===== src/rtl/kronos_types.sv =====
// Shared Kronos pipeline types: hazard-tracking slot record and RAW match helper.
package kronos_types;

  typedef struct packed {
    logic       vld;
    logic [4:0] rd;
    logic       wr;
  } hcu_slot_t;

  localparam hcu_slot_t HCU_SLOT_NONE = hcu_slot_t'(7'd0);

  // x0 is never a dependency, and only valid, writing slots can produce a hazard
  function automatic logic raw_match(hcu_slot_t slot, logic [4:0] rs, logic rs_read);
    return rs_read & (rs != 5'd0) & slot.vld & slot.wr & (slot.rd == rs);
  endfunction

endpackage


===== src/rtl/kronos_hcu_if.sv =====
// ID/EX/WB handshake and hazard signals exchanged between the pipeline and the HCU.
interface kronos_hcu_if;
  logic       id_vld;
  logic       id_rdy;
  logic [4:0] id_rs1;
  logic [4:0] id_rs2;
  logic       id_rs1_read;
  logic       id_rs2_read;
  logic [4:0] id_rd;
  logic       id_rd_write;
  logic       ex_in_vld;
  logic       ex_in_rdy;
  logic       ex_out_vld;
  logic       ex_out_rdy;
  logic       wb_retire;
  logic       fwd_rs1;
  logic       fwd_rs2;
  logic       stall;

  modport master (
    output id_vld, id_rs1, id_rs2, id_rs1_read, id_rs2_read, id_rd, id_rd_write,
    output ex_in_rdy, ex_out_vld, ex_out_rdy, wb_retire,
    input  id_rdy, ex_in_vld, fwd_rs1, fwd_rs2, stall
  );

  modport slave (
    input  id_vld, id_rs1, id_rs2, id_rs1_read, id_rs2_read, id_rd, id_rd_write,
    input  ex_in_rdy, ex_out_vld, ex_out_rdy, wb_retire,
    output id_rdy, ex_in_vld, fwd_rs1, fwd_rs2, stall
  );
endinterface


===== src/rtl/kronos_hcu.sv =====
// Kronos hazard control unit: holds ID on a RAW hazard against EX and selects
// WB forwarding when WB holds the only pending producer of an operand.
module kronos_hcu
  import kronos_types::*;
#(
  parameter int CNT_W = 16
) (
  input  logic             clk,
  input  logic             rstz,
  kronos_hcu_if.slave      hcu,
  output logic [CNT_W-1:0] stall_cnt
);

  hcu_slot_t        ex_slot_r;
  hcu_slot_t        wb_slot_r;
  hcu_slot_t        id_slot_s;
  logic             rs1_ex_s;
  logic             rs2_ex_s;
  logic             rs1_wb_s;
  logic             rs2_wb_s;
  logic             stall_s;
  logic             xfer_s;
  logic             issue_s;
  logic [CNT_W-1:0] stall_cnt_r;

  // Classify each operand against the slots; stall never looks at ex_in_rdy
  always_comb begin
    rs1_ex_s      = raw_match(ex_slot_r, hcu.id_rs1, hcu.id_rs1_read);
    rs2_ex_s      = raw_match(ex_slot_r, hcu.id_rs2, hcu.id_rs2_read);
    rs1_wb_s      = raw_match(wb_slot_r, hcu.id_rs1, hcu.id_rs1_read);
    rs2_wb_s      = raw_match(wb_slot_r, hcu.id_rs2, hcu.id_rs2_read);
    stall_s       = rs1_ex_s | rs2_ex_s;
    xfer_s        = hcu.ex_out_vld & hcu.ex_out_rdy;
    issue_s       = hcu.id_vld & hcu.ex_in_rdy & ~stall_s;
    id_slot_s.vld = 1'b1;
    id_slot_s.rd  = hcu.id_rd;
    id_slot_s.wr  = hcu.id_rd_write & (hcu.id_rd != 5'd0);
  end

  assign hcu.stall     = stall_s;
  assign hcu.fwd_rs1   = ~rs1_ex_s & rs1_wb_s;
  assign hcu.fwd_rs2   = ~rs2_ex_s & rs2_wb_s;
  assign hcu.ex_in_vld = hcu.id_vld & ~stall_s;
  assign hcu.id_rdy    = hcu.ex_in_rdy & ~stall_s;
  assign stall_cnt     = stall_cnt_r;

  // WB slot: a transfer overwrites it even when the old WB entry retires
  always_ff @(posedge clk or negedge rstz) begin
    if (!rstz) begin
      wb_slot_r <= HCU_SLOT_NONE;
    end else if (xfer_s) begin
      wb_slot_r <= ex_slot_r;
    end else if (hcu.wb_retire) begin
      wb_slot_r <= HCU_SLOT_NONE;
    end
  end

  // EX slot: a new issue wins over the departing instruction
  always_ff @(posedge clk or negedge rstz) begin
    if (!rstz) begin
      ex_slot_r <= HCU_SLOT_NONE;
    end else if (issue_s) begin
      ex_slot_r <= id_slot_s;
    end else if (xfer_s) begin
      ex_slot_r <= HCU_SLOT_NONE;
    end
  end

  // Saturating count of cycles in which a valid ID instruction is held
  always_ff @(posedge clk or negedge rstz) begin
    if (!rstz) begin
      stall_cnt_r <= {CNT_W{1'b0}};
    end else if (hcu.id_vld && stall_s && (stall_cnt_r != {CNT_W{1'b1}})) begin
      stall_cnt_r <= stall_cnt_r + CNT_W'(1);
    end
  end

endmodule


===== src/flat_wrapper.sv =====
// flat-port wrapper written by rule: the top's interface ports become plain ports
module kronos_hcu_flat import kronos_types::*;
#(
  parameter int CNT_W = 16
)
  (clk, rstz, stall_cnt, hcu_id_vld, hcu_id_rs1, hcu_id_rs2, hcu_id_rs1_read, hcu_id_rs2_read, hcu_id_rd, hcu_id_rd_write, hcu_ex_in_rdy, hcu_ex_out_vld, hcu_ex_out_rdy, hcu_wb_retire, hcu_id_rdy, hcu_ex_in_vld, hcu_fwd_rs1, hcu_fwd_rs2, hcu_stall);
  kronos_hcu_if hcu_i ();
  input  logic clk;
  input  logic rstz;
  output logic [CNT_W-1:0] stall_cnt;
  input wire logic [$bits(hcu_i.id_vld)-1:0] hcu_id_vld;
  input wire logic [$bits(hcu_i.id_rs1)-1:0] hcu_id_rs1;
  input wire logic [$bits(hcu_i.id_rs2)-1:0] hcu_id_rs2;
  input wire logic [$bits(hcu_i.id_rs1_read)-1:0] hcu_id_rs1_read;
  input wire logic [$bits(hcu_i.id_rs2_read)-1:0] hcu_id_rs2_read;
  input wire logic [$bits(hcu_i.id_rd)-1:0] hcu_id_rd;
  input wire logic [$bits(hcu_i.id_rd_write)-1:0] hcu_id_rd_write;
  input wire logic [$bits(hcu_i.ex_in_rdy)-1:0] hcu_ex_in_rdy;
  input wire logic [$bits(hcu_i.ex_out_vld)-1:0] hcu_ex_out_vld;
  input wire logic [$bits(hcu_i.ex_out_rdy)-1:0] hcu_ex_out_rdy;
  input wire logic [$bits(hcu_i.wb_retire)-1:0] hcu_wb_retire;
  output wire logic [$bits(hcu_i.id_rdy)-1:0] hcu_id_rdy;
  output wire logic [$bits(hcu_i.ex_in_vld)-1:0] hcu_ex_in_vld;
  output wire logic [$bits(hcu_i.fwd_rs1)-1:0] hcu_fwd_rs1;
  output wire logic [$bits(hcu_i.fwd_rs2)-1:0] hcu_fwd_rs2;
  output wire logic [$bits(hcu_i.stall)-1:0] hcu_stall;
  assign hcu_i.id_vld = hcu_id_vld;
  assign hcu_i.id_rs1 = hcu_id_rs1;
  assign hcu_i.id_rs2 = hcu_id_rs2;
  assign hcu_i.id_rs1_read = hcu_id_rs1_read;
  assign hcu_i.id_rs2_read = hcu_id_rs2_read;
  assign hcu_i.id_rd = hcu_id_rd;
  assign hcu_i.id_rd_write = hcu_id_rd_write;
  assign hcu_i.ex_in_rdy = hcu_ex_in_rdy;
  assign hcu_i.ex_out_vld = hcu_ex_out_vld;
  assign hcu_i.ex_out_rdy = hcu_ex_out_rdy;
  assign hcu_i.wb_retire = hcu_wb_retire;
  assign hcu_id_rdy = hcu_i.id_rdy;
  assign hcu_ex_in_vld = hcu_i.ex_in_vld;
  assign hcu_fwd_rs1 = hcu_i.fwd_rs1;
  assign hcu_fwd_rs2 = hcu_i.fwd_rs2;
  assign hcu_stall = hcu_i.stall;
  kronos_hcu #(.CNT_W(CNT_W)) u_core (.clk(clk), .rstz(rstz), .hcu(hcu_i), .stall_cnt(stall_cnt));
endmodule

===== config.mk =====
export PLATFORM = sky130hd
export DESIGN_NAME = kronos_hcu_flat
export DESIGN_NICKNAME = d
export VERILOG_FILES = /design/src/rtl/kronos_types.sv /design/src/rtl/kronos_hcu_if.sv /design/src/rtl/kronos_hcu.sv /design/src/flat_wrapper.sv
export SDC_FILE = /design/constraint.sdc
export NUM_CORES = 1
export LEC_CHECK = 0
export CAP_MARGIN = 20
export CORE_MARGIN = 2
export CORE_UTILIZATION = 43
export DETAILED_ROUTE_END_ITERATION = 12
export GPL_TIMING_DRIVEN = 1
export HOLD_SLACK_MARGIN = 0.03
export MAX_ROUTING_LAYER = met4
export PLACE_DENSITY_LB_ADDON = 0.08
export RECOVER_POWER = 25
export SLEW_MARGIN = 20
export SYNTH_ARGS = -nofsm -noshare
export SYNTH_HDL_FRONTEND = slang
export SYNTH_SLANG_ARGS = --single-unit
export TNS_END_PERCENT = 100

===== constraint.sdc =====
create_clock -name clk -period 2.63 [get_ports clk]
set_clock_uncertainty 0.2 [all_clocks]
set_input_delay 0.6575 -clock clk [delete_from_list [all_inputs] [get_ports clk]]
set_output_delay 0.6575 -clock clk [all_outputs]
set_load 0.1 [all_outputs]

==> impl_metrics.json <==
{
  "syn_area_sq_mm": 0.001692,
  "fp-row-count": 22,
  "fp.coreArea_sq_mm": 0.003716,
  "drive_above_1_share_pct": 30.86,
  "worst_pin_slew_ns": 0.7677,
  "outcome": "finished, violations left",
  "antenna_left": 0,
  "initial_core_util_pct": 45.52,
  "layoutNonFillerInstCount": 291,
  "start_kind": "input pin",
  "via_count": 1533,
  "num_antenna_cells": 0,
  "synth_warnings": 0,
  "synth-adder-area-share_pct": 0.7396,
  "io_pins": 46,
  "r2r_cells": 7,
  "final.period_utilization_pct": 113.0,
  "grt_max_degree": 31,
  "max_freq_mhz": 336.4,
  "numCtsBuffers": 5,
  "hold_class": "flop to flop",
  "via_per_inst": 5.268,
  "r2r_start": "u_core.ex_slot_r[3]$_DFFE_PN0P_",
  "place_inst": 283,
  "cap_violations": 0,
  "rrSetupSlack_ns": 0.41,
  "hold_viol_final": 0,
  "drt_wl_total_um": 4302,
  "postSynthAreaPerCell_sq_um": 9.778,
  "clock_latency_ns": 0.28,
  "power.density_mw_per_mm2": 477.1,
  "synth-compound-area-share_pct": 1.553,
  "layout_commonest_cell": "buf_4",
  "wl_per_cell_um": 14.78,
  "dieArea_sq_mm": 0.004452,
  "post_dp_cell_area_sq_mm": 0.002431,
  "die_h_um": 66.72,
  "grt_pass1_vias": 1527,
  "numPortBuffers": 45,
  "clk_pin_slew_ns": 0.06,
  "grt_pass1_wl_um": 7107,
  "mappedNetlistNets": 199,
  "fin_area_sq_mm": 0.002542,
  "fin_nets": 268,
  "min_delay_worst_endpoint": "u_core.stall_cnt[0]$_DFFE_PN0P_",
  "syn_inst": 173,
  "muxShareOfSynthArea_pct": 4.216,
  "end_kind": "output pin",
  "rsz0062_at_grt": "true",
  "cts_tree": "built",
  "cp.arrival_ns": 2.12,
  "ys_seq_area_share_pct": 44.38,
  "dr.pass1.iters": 5,
  "worstPathMaxFanout": 5,
  "cellLeakagePower_nw": 1.176,
  "slew_viol_final": 0,
  "path_class": "input pin to output pin",
  "area_delta_synth_final_pct": 50.30,
  "min_from": "u_core.stall_cnt[0]$_DFFE_PN0P_",
  "synth_top_family_by_area": "simple AND/OR/NAND/NOR gates",
  "yosys.cell_types.count": 28,
  "clockRootBuffer": "clkbuf_8",
  "period_needed_ns": 2.973,
  "failed_checks": "setup timing",
  "layout_setup_ws_ns": -0.3427,
  "timing.rr.end": "u_core.stall_cnt[1]$_DFFE_PN0P_",
  "cts_max_level": 2,
  "report.final.setup_viol": 5,
  "dp_hpwl_um": 3224,
  "ir_drop_uv": 323.2,
  "cts_buffer_depth": 2,
  "cts_sinks": 30,
  "synthSimpleGateAreaFrac_pct": 27.81,
  "die_w_um": 66.72,
  "tns_ns": -1.545,
  "grt-ovfl-total": 0,
  "gp_congestion": 0.8302,
  "synth_xor_xnor_area_share_pct": 18.12,
  "required_ns": 1.77,
  "holdPathStages": 1,
  "hold_buffers": 0,
  "final_cell_mix": "buf_4, dfrtp_1, xnor2_1",
  "antenna_found_initial": 0,
  "drt_iter0_drc": 66,
  "ys_ff_latch": 30,
  "maxSlewHeadroom_pct": 48.82,
  "gr-usage-all-layers_pct": 22.19,
  "drcViolationCount": 0
}
## kinds of logic after synthesis
kind of cell | after synthesis
flip-flops | 30
AND/OR/NAND/NOR | 84
buffers and inverters | 12
multiplexers | 7
adder cells (fa/ha/maj) | 1
AO/OA/AOI/OAI | 4
XOR/XNOR | 35
## routing by layer
layer	track usage [%]	part of all wire (%)	vias up
li1	-	-	745
met1	28.22	46	731
met2	35.13	47	48
met3	5.236	5.3	9
met4	7.143	2.2	0
met5	-	0	-
## cell usage after synthesis
master    instances  area (sq um)
o21ai_0           1         5.000
mux2_1            1         11.26
xor2_1            9         78.83
a21o_1            1         7.510
xnor2_1          26         227.7
or4_1             2         15.01
inv_1             7         26.28
buf_2             1         5.000
nor3_4            1         16.27
and3_1            9         56.30
nand3b_1          7         52.55
and3_4            1         11.26
nand4_1          21         131.4
ha_1              1         12.51
o21ai_1           1         5.000
or2_1             1         6.260
o21ai_2           1         8.760
buf_6             1         11.26
and2_1            1         6.260
nand2_1          23         86.33
nor4_1            2         12.51
nand3_1           4         20.02
dfrtp_1          30         750.7
mux2i_1           6         60.06
nor2_1            5         18.77
clkbuf_1          3         11.26
nor3_1            6         30.03
nor3b_1           1         7.510
## area by class of cell
cell class	instances	area [sq um]
multi-input combinational	131	969.7
clock inverter	3	40.04
timing repair buffer	67	624.3
fill	306	1174
sequential	30	753.2
clock buffer	5	68.82
inverter	7	26.28
tap	48	60.06
## registers in the layout, indices dropped and copies added (netlist names)
register	count
u_core.wb_slot_r	7
u_core.stall_cnt	16
u_core.ex_slot_r	7
## timing repair
action / CTS / global route
buffers inserted: 1 / 0
pin swaps: 15 / 2
gates resized for setup: 42 / 0
endpoints found under the setup margin: 28 / 5
## power by group
part	internal [mW]	switching (mW)	leakage [nW]
combinational	0.107	0.130	0.716
sequential	0.487	0.0342	0.402
clock	0.278	0.176	0.0579
## metrics by stage
| step | setup WS [ns] | power [mW] | util [%] | hold WS, ns |
|---|---|---|---|---|
| 2_1_floorplan | -0.7369 | 0.6523 | - | 0.1619 |
| 3_3_place_gp | -0.8058 | 0.7590 | 65.42 | 0.2811 |
| 3_5_place_dp | -0.8255 | 0.7678 | 65.42 | 0.3001 |
| 4_1_cts | -0.3394 | 1.222 | 68.48 | 0.3084 |
| 5_1_grt | -0.3861 | 1.267 | 68.42 | 0.3324 |
| 6_report | -0.3427 | 1.213 | 68.42 | 0.3063 |
## worst max-delay path by stage
stage               depth (start not counted)           from            end
finish                                      7  hcu_id_rs1[4]      hcu_stall
CTS                                         7  hcu_id_rs1[4]  hcu_ex_in_vld
floorplan                                   7  hcu_id_rs2[0]  hcu_ex_in_vld
global placement                            7  hcu_id_rs2[0]      hcu_stall
detailed placement                          7  hcu_id_rs2[0]      hcu_stall
global route                                7  hcu_id_rs1[4]  hcu_ex_in_vld
## worst max-delay path: stages
cell and delay (ns):
buf_6 0.09, or4_4 0.53, o21ai_4 0.15, nor3_2 0.07, or2_4 0.30, buf_6 0.14, buf_12 0.16
No activity file was read; power rests on OpenSTA's default activity.
